<file path="src/rtl/poly_compress_ctrl_pkg.sv">
// Shared constants and state encoding for the polynomial compress/pack controller.
package poly_compress_ctrl_pkg;

    localparam int unsigned KYBER_N = 256;
    localparam int unsigned KYBER_Q = 3329;

    // floor(n / KYBER_Q) == (n * MULT) >> SHIFT holds exactly for every n < 2**25.
    localparam int unsigned KYBER_BARRETT_MULT  = 20642679;
    localparam int unsigned KYBER_BARRETT_SHIFT = 36;

    typedef enum logic [2:0] {
        StIdle,
        StRead,
        StCapt,
        StEmit,
        StDone
    } poly_compress_state_e;

endpackage

</file>
<file path="src/rtl/poly_compress_ctrl_compress.sv">
// Combinational Compress_D: round(2^D * x / q) mod 2^D, division done by Barrett multiply.
module poly_compress_ctrl_compress
    import poly_compress_ctrl_pkg::*;
#(
    parameter int unsigned D = 1
) (
    input  logic [11:0]  coeff,
    output logic [D-1:0] result
);

    logic [23:0] num;

    always_comb begin
        // q is odd, so adding floor(q/2) before flooring gives round-half-up.
        num    = (24'(coeff) << D) + 24'(KYBER_Q / 2);
        // Truncating to D bits performs the mod 2^D.
        result = D'((64'(num) * 64'(KYBER_BARRETT_MULT)) >> KYBER_BARRETT_SHIFT);
    end

endmodule

</file>
<file path="src/rtl/poly_compress_ctrl.sv">
// Streams one polynomial through compress and packs the D-bit results LSB-first into bytes.
module poly_compress_ctrl
    import poly_compress_ctrl_pkg::*;
#(
    parameter int unsigned D = 1
) (
    input  logic        clk,
    input  logic        rst_n,
    input  logic        start,
    output logic        busy,
    output logic        done,
    output logic        rd_en,
    output logic [7:0]  rd_addr,
    input  logic [11:0] rd_data,
    output logic [7:0]  out_data,
    output logic        out_valid,
    input  logic        out_ready
);

    poly_compress_state_e state_q, state_d;
    logic [7:0]  idx_q, idx_d;
    logic [23:0] acc_q, acc_d;
    logic [4:0]  cnt_q, cnt_d;

    logic        busy_q, busy_d;
    logic        done_q, done_d;
    logic        rd_en_q, rd_en_d;
    logic [7:0]  rd_addr_q, rd_addr_d;
    logic        out_valid_q, out_valid_d;
    logic [7:0]  out_data_q, out_data_d;

    logic [D-1:0] result;

    poly_compress_ctrl_compress #(
        .D(D)
    ) u_compress (
        .coeff (rd_data),
        .result(result)
    );

    always_comb begin
        state_d = state_q;
        idx_d   = idx_q;
        acc_d   = acc_q;
        cnt_d   = cnt_q;

        unique case (state_q)
            StIdle: begin
                if (start) begin
                    state_d = StRead;
                    idx_d   = '0;
                    acc_d   = '0;
                    cnt_d   = '0;
                end
            end
            StRead: state_d = StCapt;
            StCapt: begin
                acc_d   = acc_q | (24'(result) << cnt_q);
                cnt_d   = cnt_q + 5'(D);
                state_d = StEmit;
            end
            StEmit: begin
                if (cnt_q >= 5'd8) begin
                    if (out_ready) begin
                        acc_d = acc_q >> 8;
                        cnt_d = cnt_q - 5'd8;
                    end
                end else if (idx_q == 8'(KYBER_N - 1)) begin
                    state_d = StDone;
                end else begin
                    state_d = StRead;
                    idx_d   = idx_q + 8'd1;
                end
            end
            StDone:  state_d = StIdle;
            default: state_d = StIdle;
        endcase

        // Outputs are registered, so they are derived from the next state.
        busy_d      = (state_d == StRead) || (state_d == StCapt) || (state_d == StEmit);
        done_d      = (state_d == StDone);
        rd_en_d     = (state_d == StRead);
        rd_addr_d   = rd_en_d ? idx_d : rd_addr_q;
        out_valid_d = (state_d == StEmit) && (cnt_d >= 5'd8);
        out_data_d  = out_valid_d ? acc_d[7:0] : out_data_q;
    end

    always_ff @(posedge clk or negedge rst_n) begin
        if (!rst_n) begin
            state_q     <= StIdle;
            idx_q       <= '0;
            acc_q       <= '0;
            cnt_q       <= '0;
            busy_q      <= 1'b0;
            done_q      <= 1'b0;
            rd_en_q     <= 1'b0;
            rd_addr_q   <= '0;
            out_valid_q <= 1'b0;
            out_data_q  <= '0;
        end else begin
            state_q     <= state_d;
            idx_q       <= idx_d;
            acc_q       <= acc_d;
            cnt_q       <= cnt_d;
            busy_q      <= busy_d;
            done_q      <= done_d;
            rd_en_q     <= rd_en_d;
            rd_addr_q   <= rd_addr_d;
            out_valid_q <= out_valid_d;
            out_data_q  <= out_data_d;
        end
    end

    assign busy      = busy_q;
    assign done      = done_q;
    assign rd_en     = rd_en_q;
    assign rd_addr   = rd_addr_q;
    assign out_valid = out_valid_q;
    assign out_data  = out_data_q;

endmodule

</file>
<file path="config.mk">
export PLATFORM = sky130hd
export DESIGN_NAME = poly_compress_ctrl
export DESIGN_NICKNAME = d
export VERILOG_FILES = /design/src/rtl/poly_compress_ctrl_pkg.sv /design/src/rtl/poly_compress_ctrl_compress.sv /design/src/rtl/poly_compress_ctrl.sv
export SDC_FILE = /design/constraint.sdc
export NUM_CORES = 1
export LEC_CHECK = 0
export CAP_MARGIN = 10
export CORE_MARGIN = 1
export CORE_UTILIZATION = 45
export CTS_CLUSTER_SIZE = 40
export DETAILED_ROUTE_END_ITERATION = 8
export PLACE_DENSITY_LB_ADDON = 0.3
export SLEW_MARGIN = 30
export SYNTH_ARGS = -nofsm -noshare
export SYNTH_HDL_FRONTEND = slang
export SYNTH_HIERARCHICAL = 1
export SYNTH_SLANG_ARGS = --single-unit
</file>
<file path="constraint.sdc">
create_clock -name clk -period 6.8 [get_ports clk]
set_input_delay 1.02 -clock clk [delete_from_list [all_inputs] [get_ports clk]]
set_output_delay 1.02 -clock clk [all_outputs]
set_load 0.02 [all_outputs]
</file>
==> results by group, run 1 <==
Status
  – Outcome: finished clean

Worst setup path
  – Worst path required time: 7.07 ns
  – Slowest CP cell: fa_1
  – Critical Path Source: rd_data[6]
  – WP buf/inv: 6
  – Worst path depth: 28
  – CP Max Fanout: 5
  – Worst reg-to-reg path cell count: 7
  – Slowest stage delay, CP: 0.55 ns
  – Setup slack, reg-to-reg: 3.61 ns
  – Startpoint types: primary input
  – Setup Crit Path Kind: in2reg
  – Crit Reg-Reg Endpoint: out_data[4]
  – Critical Path End Type: flop
  – CP top delay family: adder cells
  – CP Capture Point: out_data[3]
  – CP arrival: 6.98 ns
  – Worst r2r src: cnt_q[0]

Layout
  – Layout filler cell count: 1553
  – Non-filler cells, final: 1165
  – Layout cells sized above 1: 23.0%
  – Area grow syn2layout: 26.1%
  – Post-route design area: 10300 sq um
  – # diodes: 0
  – Nets: 1207

Placement
  – Placement Setup Slack: -0.960 ns
  – Area after DPL: 9630 sq um
  – Port-buffer cells: 35
  – GPL Wtd Cong: 0.917
  – Hpwl dp: 15600 microns
  – Placed insts: 1141

Floorplanning
  – Die X: 137 microns
  – Placeable Area: 17900 sq um
  – DIE HEIGHT: 137 microns
  – Area of the die: 18800 sq um
  – Row count: 49
  – Starting density of the core: 45.8%
  – IO Count: 36

CTS
  – Maximum clock path buffer count: 2
  – TritonCTS Buffers: 9
  – TritonCTS Sinks: 60
  – CTS clock-pin slew for the worst setup and hold paths: 0.05 ns
  – CTS tree: built
  – H-tree levels: 3
  – Clock tree root driver cell: clkbuf_16
  – Worst-Skew Late Latency: 0.33 ns

Global route
  – Pin count of the biggest net entering global routing: 61
  – Grt peak-use layer: met2
  – Global Route met1 Usage: 29.6%
  – Vias in the first global route: 6249
  – Total grt overflow: 0
  – Total GRT Usage: 22.1%
  – Met3 Track Usage GR: 2.22%
  – Antenna violations before repair: 0
  – Global-route wire length before repair: 31400 microns
  – GR Util met2: 37.3%

Synth
  – Largest cells by area after synthesis: fa_1, ha_1, dfrtp_1
  – Post-synth EDFFs: 0
  – Syn. warnings: 6
  – Register area share after synthesis: 18.3%
  – Main flop type after synthesis: dfrtp_1
  – Synth area leader: fa_1
  – Syn Area/Cell: 10.4 sq um
  – Syn Inst Count: 786
  – Synth cell types: 66
  – Yosys top cell area share: 30.5%
  – Syn_nets: 1061
  – Register bit count reported by yosys: 60
  – Ys async rst share: 100%
  – Synthesized area: 8200 sq um

Detailed routing
  – DR vias: 5870
  – Drt pass-1 iters: 4
  – Vias per cell: 5.04
  – Post-route ant nets: 0
  – # DRC: 0
  – Routed wire length: 18600 microns
  – 1st-iter DRT viols: 295
  – Drt wl/cell: 16.0 microns

STA
  – Pins Over Slew Limit: 0
  – Final Hold Violating Endpoints: 0
  – Crit path time final: 6.71 ns
  – Worst clock skew: 0.00372 ns
  – Setup-failing EPs final: 0
  – RSZ-0062 raised after global routing: true
  – Tcrit/Tclk final: 98.7%
  – Setup ws final: 0.0878 ns
  – Worst slew margin: 48.2%
  – TNS Setup: 0 ns
  – FMAX: 0.149 GHz
  – Worst-Margin Slew: 0.776 ns

Job
  – Maxcap violations: 0

Worst hold path
  – Min-delay worst type: reg2reg
[layout make-up]
cell class                 instances  area, sq um  area share (%)
timing repair buffer             147         1200            11.6
clock inverter                     2         10.0          0.0968
clock buffer                      13          260            2.52
sequential                        60         1500            14.5
tap                              229          287            2.77
inverter                         203          764            7.39
multi-input combinational        511         6320            61.1
[logic make-up after synthesis]
logic type | share of synthesized area (%)
AO/OA/AOI/OAI | 9.37
XOR/XNOR | 2.44
adder cells (fa/ha/maj) | 50.9
buffers and inverters | 9.96
flip-flops | 18.3
multiplexers | 1.36
AND/OR/NAND/NOR | 7.63
[synthesized netlist by cell type, types with 2 or more instances]
library cell / n
nor2b_1: 3
nor3_1: 9
a221o_1: 8
and3_1: 6
or3b_1: 2
a31oi_1: 14
buf_2: 4
clkbuf_1: 6
dfrtp_1: 60
a22oi_1: 2
nand2_1: 25
o21ai_0: 24
a41oi_1: 2
o21bai_1: 2
mux2_2: 9
xnor2_1: 13
fa_1: 125
a21oi_1: 21
a21o_1: 8
nand3_1: 8
ha_1: 134
o31ai_1: 2
a22o_1: 7
nor4b_1: 2
a211oi_1: 3
xor2_1: 3
o221ai_1: 2
nand2b_1: 4
inv_1: 202
or2_2: 3
nand4_1: 6
nor2_1: 31
nor4_1: 3
[sequential cells by signal, indices dropped and copies added, names as in the netlist]
| register | cells |
|---|---|
| busy | 1 |
| done | 1 |
| out_valid | 1 |
| cnt_q | 5 |
| out_data | 8 |
| state_q | 3 |
| rd_addr | 8 |
| acc_q | 24 |
| idx_q | 8 |
| rd_en | 1 |
[cells in the final DEF, fill, tap and decap left out, types with 14 or more instances in the layout]
master           synthesis  final
nor2_1                  31     27
ha_1                   134    119
ha_4                     0     14
fa_1                   125    120
o21ai_0                 24     15
a21oi_1                 21     14
dfrtp_1                 60     60
inv_1                  202    195
buf_4                    1    108
nand2_1                 25     23
clkdlybuf4s50_1          0     28
[how the worst min path moves through the flow]
stage | start | to | slack, ns | cells past startpoint
2_1_floorplan | acc_q[15] | acc_q[15] | 0.46 | 2
3_3_place_gp | rd_addr[0] | rd_addr[0] | 0.46 | 1
3_5_place_dp | rd_addr[0] | rd_addr[0] | 0.47 | 1
4_1_cts | rd_addr[0] | rd_addr[0] | 0.48 | 1
5_1_grt | rd_addr[0] | rd_addr[0] | 0.50 | 1
6_report | rd_addr[0] | rd_addr[0] | 0.48 | 1
[metrics by stage]
| stage | utilization [%] | hold WS (ns) |
|---|---|---|
| after global placement | 53.8 | 0.459 |
| final | 57.8 | 0.475 |
| after detailed placement | 53.8 | 0.472 |
| after CTS | 56.5 | 0.482 |
| after floorplan | - | 0.459 |
| after global routing | 57.8 | 0.505 |
[worst register-to-register path: cells and delay by family (launching register included)]
| kind | cells | cell delay [ns] |
|---|---|---|
| and+or+nand+nor | 1 | 0.39 |
| DFF | 1 | 0.54 |
| adders and majority gates | 1 | 0.19 |
| muxes | 1 | 0.40 |
| buffers and inverters | 1 | 0.21 |
| AOI/OAI and AO/OA | 3 | 1.34 |
[metal layers]
| layer | routed length (microns) | share of wire (%) |
|---|---|---|
| met3 | 475 | 2.5 |
| met5 | 0 | 0 |
| met1 | 8440 | 45 |
| met2 | 9340 | 50 |
| met4 | 386 | 2.1 |
[repair_timing]
action,in CTS,in global routing
resized for setup,48,46
pin swaps,38,54
buffers inserted,4,5
endpoints found under the setup margin,32,32
hold buffers,0,0
Power of run 1 is left out: the tool's default activity adds up to more than one toggle a clock period on the data nets, which glitch-free logic cannot reach.
==> run 2, diff against run 1 <==
Settings changed: ABC_CLOCK_PERIOD_IN_PS set to 6800.
==> results of run 2 <==
No change in the layout: final DEF, timing and power equal those of run 1.
Power of run 2 is left out for the same reason.
==> run 3, diff against run 2 <==
Settings changed: CORE_UTILIZATION 45 to 53.
==> run 3 against run 2 <==
Compared with the run above: critical path depth rose by 1; final area rose by 0.27%; count of clock-buffer cells in the layout fell by 1; sequential share of layout area barely moved.
==> results by group, run 3 (synthesis gave the netlist of run 1 again) <==
Global route
  – Global-route wire length before repair: 33600 microns
  – Total grt overflow: 0
  – Antenna violations before repair: 0
  – Vias in the first global route: 6775
  – Pin count of the biggest net entering global routing: 61
  – Total GRT Usage: 27.2%

STA
  – Worst clock skew: 0.00397 ns
  – FMAX: 0.149 GHz
  – TNS Setup: 0 ns
  – RSZ-0062 raised after global routing: true
  – Pins Over Slew Limit: 0
  – Crit path time final: 6.72 ns
  – Setup-failing EPs final: 0
  – Final Hold Violating Endpoints: 0
  – Worst-Margin Slew: 0.733 ns
  – Worst slew margin: 51.2%
  – Tcrit/Tclk final: 98.9%

Detailed routing
  – Routed wire length: 19800 microns
  – Top sig layer: met4
  – Vias per cell: 5.45
  – Met2 wire length: 10400 microns
  – Drt wl/cell: 17.7 microns
  – DR WL met3: 576 microns
  – Post-route ant nets: 0
  – # DRC: 0
  – Drt pass-1 iters: 5
  – DR vias: 6094
  – WL met1: 8300 microns
  – 1st-iter DRT viols: 352

Status
  – Outcome: finished clean

CTS
  – TritonCTS Buffers: 9
  – TritonCTS Sinks: 60
  – Worst-Skew Late Latency: 0.33 ns
  – CTS clock-pin slew for the worst setup and hold paths: 0.05 ns
  – Clock tree root driver cell: clkbuf_16
  – H-tree levels: 3
  – CTS tree: built
  – Maximum clock path buffer count: 2

Worst setup path
  – Startpoint types: primary input
  – Setup Crit Path Kind: in2reg
  – Slowest CP cell: fa_1
  – Worst path required time: 7.01 ns
  – CP Max Fanout: 4
  – Critical Path End Type: flop
  – Setup slack, reg-to-reg: 3.61 ns
  – CP arrival: 6.94 ns
  – Most frequent cell on the critical path: fa_1
  – Slowest stage delay, CP: 0.55 ns

Job
  – Maxcap violations: 0

Floorplanning
  – IO Count: 36
  – Row count: 45
  – Die X: 126 microns
  – Starting density of the core: 54.2%
  – DIE HEIGHT: 126 microns
  – Placeable Area: 15100 sq um
  – Area of the die: 16000 sq um

Layout
  – # diodes: 0
  – Layout cells sized above 1: 22.7%
  – Nets: 1200
  – Reg with most FFs: acc_q
  – Most frequent cells in the layout: inv_1, fa_1, ha_1, buf_4, dfrtp_1
  – Area grow syn2layout: 26.4%
  – Layout filler cell count: 1108
  – Max FFs per register: 24
  – Commonest non-fill, non-tap cell in the layout: inv_1

Placement
  – Hpwl dp: 16600 microns
  – Port-buffer cells: 35
  – GPL Wtd Cong: 0.929

Worst hold path
  – Min-delay worst type: reg2reg
==> run 3: cell count changes in the layout (fill, tap and decap cells not counted), moves of 2 or more <==
cell | previous run | this run
buf_4 | 108 | 96
buf_6 | 4 | 9
bufinv_16 | 0 | 3
o21ai_1 | 5 | 8
a31oi_1 | 11 | 9
o21ai_2 | 4 | 2
==> run 3: worst paths after layout <==
path,from,endpoint,depth (start not counted)
max,rd_data[7],out_data[5],29
min,rd_addr[0],rd_addr[0],1
max reg2reg,cnt_q[0],out_data[2],7
min reg2reg,rd_addr[0],rd_addr[0],1
max in group asynchronous,rst_n,acc_q[13],2
min in group asynchronous,rst_n,rd_addr[2],2
==> run 3: area by class of cell <==
class | count | area, sq um | area share [%]
Multi-Input combinational cell | 511 | 6350 | 61.2
Timing Repair Buffer | 140 | 1170 | 11.3
Clock buffer | 12 | 256 | 2.47
Inverter | 203 | 764 | 7.37
Tap cell | 188 | 235 | 2.27
Clock inverter | 4 | 95.1 | 0.917
Sequential cell | 60 | 1500 | 14.5
==> run 3: per-layer routing <==
| metal | up-vias | track usage, % |
|---|---|---|
| met1 | 3093 | 33.8 |
| met4 | 0 | 9.36 |
| met3 | 41 | 2.36 |
| met2 | 139 | 49.8 |
| met5 | - | 0 |
| li1 | 2821 | - |
==> run 3: worst max-delay path, delay by kind of cell <==
family,cells,cell delay (ns)
simple gates,6,0.82
compound gates,4,0.85
xor+xnor,2,0.35
fa+ha+maj,8,3.03
mux,1,0.26
buf+inv,8,0.60
==> run 3: stage by stage <==
step | area, sq um | hold slack, ns | setup WS [ns] | cells | utilization [%]
after floorplan | 8270 | 0.459 | 0.0119 | 786 | -
after global placement | 9530 | 0.462 | -0.879 | 1093 | 62.9
after detailed placement | 9530 | 0.469 | -1.09 | 1093 | 62.9
after CTS | 10100 | 0.480 | 0.00127 | 1115 | 66.9
after global routing | 10400 | 0.495 | -0.156 | 1118 | 68.5
final | 10400 | 0.477 | 0.0776 | 1118 | 68.5
==> run 3: what timing repair did <==
action / in CTS / in global routing
gates resized for setup: 55 / 46
pin swaps: 49 / 24
cloned: 0 / 0
endpoints found under the setup margin: 32 / 27
setup buffers: 6 / 4
hold buffers: 0 / 0
Power of run 3 is left out for the same reason.
